[config.mk]
export PLATFORM = sky130hd
export DESIGN_NAME = log
export DESIGN_NICKNAME = d
export VERILOG_FILES = /design/src/rtl/log_pkg.sv /design/src/rtl/log_msb_enc.sv /design/src/rtl/log.sv
export SDC_FILE = /design/constraint.sdc
export NUM_CORES = 1
export LEC_CHECK = 0
export BUFFER_PORTS_ARGS = -buffer_cell sky130_fd_sc_hd__buf_2
export CAP_MARGIN = 40
export CORE_AREA = 2 2 39 41
export DETAILED_ROUTE_END_ITERATION = 12
export DIE_AREA = 0 0 41 43
export SETUP_SLACK_MARGIN = 0.15
export SYNTH_ARGS = -nofsm -noshare
export SYNTH_HDL_FRONTEND = slang
export SYNTH_SLANG_ARGS = --single-unit
[constraint.sdc]
create_clock -name clk -period 5.6 [get_ports clk]
set_clock_uncertainty 0.05 [all_clocks]
set_input_delay 0 -clock clk [delete_from_list [all_inputs] [get_ports clk]]
set_output_delay 0 -clock clk [all_outputs]
set_load 0.01 [all_outputs]
[src/rtl/log_pkg.sv]
// rtl/log_pkg.sv - shared widths, operand/result types and bit helpers for the ceiling-log2 unit
//
// Purpose:
//   Default operand and result widths for log and log_msb_enc.
//   Named operand/result types.
//   A one-hot test used by the MSB encoder.
//
// Contents:
//   LOG_IN_W   default operand width (8)
//   LOG_OUT_W  default result width, $clog2(LOG_IN_W) (3)
//   LOG_MAX_W  widest operand is_onehot accepts; narrower operands are zero-extended
//   log_in_t   operand type
//   log_out_t  result type
//   is_onehot  true when exactly one bit of the argument is set

package log_pkg;

  localparam int LOG_IN_W  = 8;
  localparam int LOG_OUT_W = 3;
  localparam int LOG_MAX_W = 64;

  typedef logic [LOG_IN_W-1:0]  log_in_t;
  typedef logic [LOG_OUT_W-1:0] log_out_t;

  // Clearing the lowest set bit leaves zero only for a power of two.
  // Zero-extension does not change the answer, so one wide version covers
  // every operand width up to LOG_MAX_W.
  function automatic logic is_onehot(input logic [LOG_MAX_W-1:0] v);
    return (v != '0) && ((v & (v - LOG_MAX_W'(1))) == '0);
  endfunction

endpackage

[src/rtl/log_msb_enc.sv]
// rtl/log_msb_enc.sv - combinational most-significant-set-bit encoder with zero and one-hot flags
//
// Purpose:
//   Finds the index of the highest set bit of the operand, which is floor(log2(in)).
//   Reports whether the operand is nonzero and whether it is an exact power of two.
//
// Parameters:
//   IN_W     operand width; must not exceed LOG_MAX_W
//   OUT_W    index width, $clog2(IN_W)
//
// Ports:
//   in       input   IN_W   unsigned operand
//   m        output  OUT_W  index of highest set bit; 0 when in == 0
//   nonzero  output  1      in != 0
//   onehot   output  1      exactly one bit of in is set

module log_msb_enc
  import log_pkg::*;
#(
  parameter int IN_W  = LOG_IN_W,
  parameter int OUT_W = LOG_OUT_W
) (
  input  logic [IN_W-1:0]  in,
  output logic [OUT_W-1:0] m,
  output logic             nonzero,
  output logic             onehot
);

  logic [LOG_MAX_W-1:0] in_wide;

  // Scan from the MSB down. The first set bit seen wins, and later bits are ignored.
  always_comb begin
    m       = '0;
    nonzero = 1'b0;
    for (int i = IN_W - 1; i >= 0; i--) begin
      if (!nonzero && in[i]) begin
        m       = OUT_W'(i);
        nonzero = 1'b1;
      end
    end
  end

  assign in_wide = LOG_MAX_W'(in);
  assign onehot  = is_onehot(in_wide);

endmodule

[src/rtl/log.sv]
// rtl/log.sv - registered ceiling-log2 unit, one cycle latency, one result per cycle
//
// Purpose:
//   out = ceil(log2(in)) truncated to OUT_W bits, with a single valid-qualified
//   output register stage. There is no backpressure.
//   When in_valid is low, the result fields hold their last value.
//
// Optional build macro:
//   LOG_FLOOR_EN   adds out_floor = floor(log2(in)), registered alongside out
//
// Parameters:
//   IN_W   operand width (>= 2)
//   OUT_W  result width, must equal $clog2(IN_W)
//
// Ports:
//   clk        input   1      rising-edge clock
//   rst_n      input   1      synchronous active-low reset
//   in_valid   input   1      qualifies in on this cycle
//   in         input   IN_W   unsigned operand
//   out_valid  output  1      out/ovf/is_pow2 are valid
//   out        output  OUT_W  ceil(log2(in)), low OUT_W bits
//   ovf        output  1      true result equals IN_W and does not fit in OUT_W
//   is_pow2    output  1      in is an exact nonzero power of two
//   out_floor  output  OUT_W  floor(log2(in)); 0 for in == 0 (LOG_FLOOR_EN only)

module log
  import log_pkg::*;
#(
  parameter int IN_W  = LOG_IN_W,
  parameter int OUT_W = LOG_OUT_W
) (
  input  logic             clk,
  input  logic             rst_n,
  input  logic             in_valid,
  input  logic [IN_W-1:0]  in,
  output logic             out_valid,
  output logic [OUT_W-1:0] out,
  output logic             ovf,
  output logic             is_pow2
`ifdef LOG_FLOOR_EN
  ,
  output logic [OUT_W-1:0] out_floor
`endif
);

  logic [OUT_W-1:0] m;
  logic             nonzero;
  logic             onehot;
  logic [OUT_W:0]   r;

  log_msb_enc #(
    .IN_W  (IN_W),
    .OUT_W (OUT_W)
  ) u_msb_enc (
    .in      (in),
    .m       (m),
    .nonzero (nonzero),
    .onehot  (onehot)
  );

  // A power of two (including 1) has ceil == floor. Any other nonzero value
  // rounds up by one. Zero falls through with m == 0.
  // The extra top bit of r catches the single case r == IN_W,
  // which appears as ovf with out wrapping to 0.
  always_comb begin
    r = {1'b0, m};
    if (nonzero && !onehot) begin
      r = {1'b0, m} + {{OUT_W{1'b0}}, 1'b1};
    end
  end

  always_ff @(posedge clk) begin
    if (!rst_n) begin
      out_valid <= 1'b0;
      out       <= '0;
      ovf       <= 1'b0;
      is_pow2   <= 1'b0;
`ifdef LOG_FLOOR_EN
      out_floor <= '0;
`endif
    end else begin
      out_valid <= in_valid;
      if (in_valid) begin
        out     <= r[OUT_W-1:0];
        ovf     <= r[OUT_W];
        is_pow2 <= onehot;
`ifdef LOG_FLOOR_EN
        out_floor <= m;
`endif
      end
    end
  end

endmodule

# == Yosys cells after proc, flatten, opt, wreduce, memory -nomap -nowiden ==
# Index checks and enable logic that the tools add are counted.
# totals
output_inout_bits,6
elab_cells,43
reg_bits,6
inputBits,11
# op_classes
n_bitwise,1
reduce_logical,19
muxes,17
n_addsub,2
# ops
op,n
$and 8x64->64,1
$logic_not 64->1,1
$reduce_bool 64->1,1
$mux 3,8
$logic_and 1x1->1,9
$sub 8x1->9 const B,1
$logic_not 1->1,8
$mux 1,8
$add 3x1->4 const B,1
$mux 4,1

# == Depth between registers and ports, before layout ==
# logic_depth
depth_word,24
ltp_mapped,8
ltp_nobuf,7

# == Cells and area by module ==
# A second synthesis with hierarchy kept.
# unflattened
cells_unflattened,48
hier_area_um2,412.9
# by_module_without_submodules
module,seq_area_each_um2,area_each_um2,cells_per_inst,n_inst
log,120.1,264.0,26,1
log_msb_enc,0.0,148.9,22,1

# == Worst setup path before layout ==
# Ideal clock, no wire load.
# synth_path
path_kind,input to register
start,input in[5]
end,register out[2]
n_path_buf,1
arrival_ps,1668
stages,6
slack_ps,3789
path_cell_list,clkbuf_1 or4_1 or3_1 maj3_2 or2_4 o311ai_2
# synth_between
elab_chain_len,19
word_cells_on_any_way,32
cone_classes,add/sub (2); mux (13); bitwise (1); reduce/logical (16)
# synth_rtl
element,line,source
"start, declared",log.sv:35,"input logic [IN_W-1:0] in,"
$logic_and 1x1->1,log_msb_enc.sv:36,if (!nonzero && in[i]) begin
$mux 1,log_msb_enc.sv:36,
$logic_not 1->1,log_msb_enc.sv:36,
$logic_and 1x1->1,log_msb_enc.sv:36,
$mux 1,log_msb_enc.sv:36,
$logic_not 1->1,log_msb_enc.sv:36,
$logic_and 1x1->1,log_msb_enc.sv:36,
$mux 1,log_msb_enc.sv:36,
[3 not listed],-,
$logic_not 1->1,log_msb_enc.sv:36,
$logic_and 1x1->1,log_msb_enc.sv:36,
$mux 1,log_msb_enc.sv:36,
$logic_not 1->1,log_msb_enc.sv:36,
$logic_and 1x1->1,log_msb_enc.sv:36,
$mux 3 / $mux 1 (equally long branches),log_msb_enc.sv:36,
$add 3x1->4 / $logic_and 1x1->1 (equally long branches),"log.sv:68, log.sv:67",
$mux 4 *,log.sv:67,if (nonzero && !onehot) begin
"end signal, assigned",log.sv:84,out <= r[OUT_W-1:0];
"end, declared",log.sv:37,"output logic [OUT_W-1:0] out,"
# Mark *: on every way between the ends. The rest lies on a longest branch, timed or not.
# A chain may end at the register's enable or synchronous reset.

# == Worst setup path after layout ==
# Ends and elaborated chain as after synthesis.

==> metrics.txt <==
final std cells w/o fill 94; # fillers 136; Sequential Area 120.1 um^2; max cap viols 0; Synth Area per Inst 7.449 um^2; CTS root buffer clkbuf_4; Worst EP arrival 1.89 ns; final setup fails 0; Final period util 32.98%; worst slew pin tran 0.8510 ns; Hold Path Class in2reg; synth unique cells 30; total number of vias 504; clk buf depth 2; Syn Inst Count 64; leading post-synthesis cells by cell area dfxtp_1, o211ai_1, a21oi_1; post_cts resized 0; initial antenna violation count 0; setup slack, reg-to-reg 4.79 ns; layout cells sized above 1 28.21%; final total power 113.4 uW; Mapped Area 476.7 um^2; Initial DRC Count 13; post-synthesis register bit count 6; worst r2r dst out[2]; Die Area 1763 um^2; row cnt 14; first-pass GRT wire length 1.642 mm; Routed WL 1.043 mm; DRC Markers 0; routability congestion estimate 0.7123; Die Height 43 um; wire length per cell 11.10 um; die outline width 41 um; post-CTS setup buffers 0; # IOs 17; number of synthesized flops with an enable pin 0; dpl cells 91; outcome finished clean; Final ANT Viol Nets 0; Critical Path Sink Type flip-flop; cell accounting for the most synthesized area dfxtp_1; synth warn 0; peak supply drop 0.05744 mV; CTS tree built; ys async rst share 0%; Post-Route Utilization 41.86%; Syn-to-layout area delta 21.52%; Fin. Hold Viols 0; Worst slew margin 42.74%; Clock transition at path regs 0.05 ns; CP Max Fanout 9; Tot GR Track Use 14.04%; Final Max Slew Viols 0; Core Box Area 1384 um^2; R2R depth 2; crit path launch in[5]; Worst EP required 5.65 ns; Critical Setup Path Class in2reg; H-tree depth 1; Setup crit start kind primary input; Cell Pwr Density 195.7 nW/um^2; most common cell in the synthesized netlist dfxtp_1; nets 92; Final min period 1.847 ns; area of the multi-input gates 325.3 um^2; port buffer count 16; Setup TNS 0 ns; post-cts hold buffer count 0; register area share after synthesis 25.20%; router iterations before antenna repair 4; global route overflow 0; crit path capture out[2]; cts bufs inserted 3; vias in the first global route 376; synth cell count leaders dfxtp_1, nand2_1; clock latency on the worst-skew pair 0.24 ns; Detail Placement HPWL 797.9 um; Fmax achieved 0.5415 GHz; RSZ-0062 raised after global routing false; largest net degree at the start of global routing 10; Leakage 0.2267 nW; clock sinks 6; worst r2r src out[2]; Yosys top cell area share 25.20%; Ant. Diodes 0; predominant post-synthesis flop cell dfxtp_1; Starting Density 34.45%; Mapped Nets 76; vias per inst 5.362
[cells by family after synthesis]
group	count (synthesis)	share of synthesized area, %
xor+xnor	1	1.838
compound gates	21	29.40
simple gates	24	27.82
buf+inv	8	6.560
fa+ha+maj	4	9.186
flops	6	25.20
[layer usage]
layer  track usage, %  wire (um)
met1            19.87        496
met2            16.88        469
met3            4.712         55
met4            10.00         22
met5                0          0
[per-stage QoR]
| step | setup WS (ns) | hold WS, ns | cell area, um^2 |
|---|---|---|---|
| 2_1_floorplan | 3.789 | 0.1067 | 476.7 |
| 3_3_place_gp | 3.618 | 0.2868 | 556.8 |
| 3_5_place_dp | 3.537 | 0.2827 | 556.8 |
| 4_1_cts | 3.785 | 0.02223 | 579.3 |
| 5_1_grt | 3.429 | 0.03339 | 579.3 |
| 6_report | 3.753 | 0.02744 | 579.3 |
[worst min path at each step]
stage / startpoint / to / slack, ns / cells past startpoint
floorplan: in_valid / out_valid / 0.11 / 2
global placement: rst_n / out[0] / 0.29 / 3
detailed placement: rst_n / out[0] / 0.28 / 3
CTS: rst_n / out[0] / 0.02 / 3
global route: rst_n / ovf / 0.03 / 2
finish: rst_n / out[0] / 0.03 / 3
[sequential cells by signal, summed over array words and instances (netlist names)]
register,cells
is_pow2,1
ovf,1
out_valid,1
out,3
[worst max-delay path, stage by stage]
cell and delay, ns:
buf_2 0.14, nor4_1 0.74, nand2_1 0.13, o211ai_1 0.28, ha_1 0.22, nor4b_1 0.06
a31oi_1 0.21, o311ai_2 0.12
[layout make-up]
cell class / count / area share, %
clock buffers: 3 / 3.888
inverters: 3 / 1.944
multi-input cells: 50 / 56.16
flip-flops and latches: 6 / 20.73
well taps: 16 / 3.456
repair buffers: 16 / 13.82
[layout by cell type, fill, tap and decap left out, drive strengths merged, types with 2 or more instances in the layout]
cell / synthesis / final
a31oi: 2 / 2
o21ai: 6 / 6
nor4: 3 / 3
inv: 3 / 3
nand2: 5 / 5
buf: 1 / 16
nor2: 3 / 3
or3: 2 / 2
maj3: 3 / 3
nand3: 2 / 2
nor3: 3 / 3
dfxtp: 6 / 6
o211ai: 4 / 4
a21oi: 4 / 4
clkbuf: 4 / 3
[power by group]
part / internal [mW] / switching, mW
registers: 0.0454 / 0.000907
logic: 0.0113 / 0.0161
clock network: 0.0242 / 0.0155
total: 0.0809 / 0.0325
No activity file was read; power rests on OpenSTA's default activity.
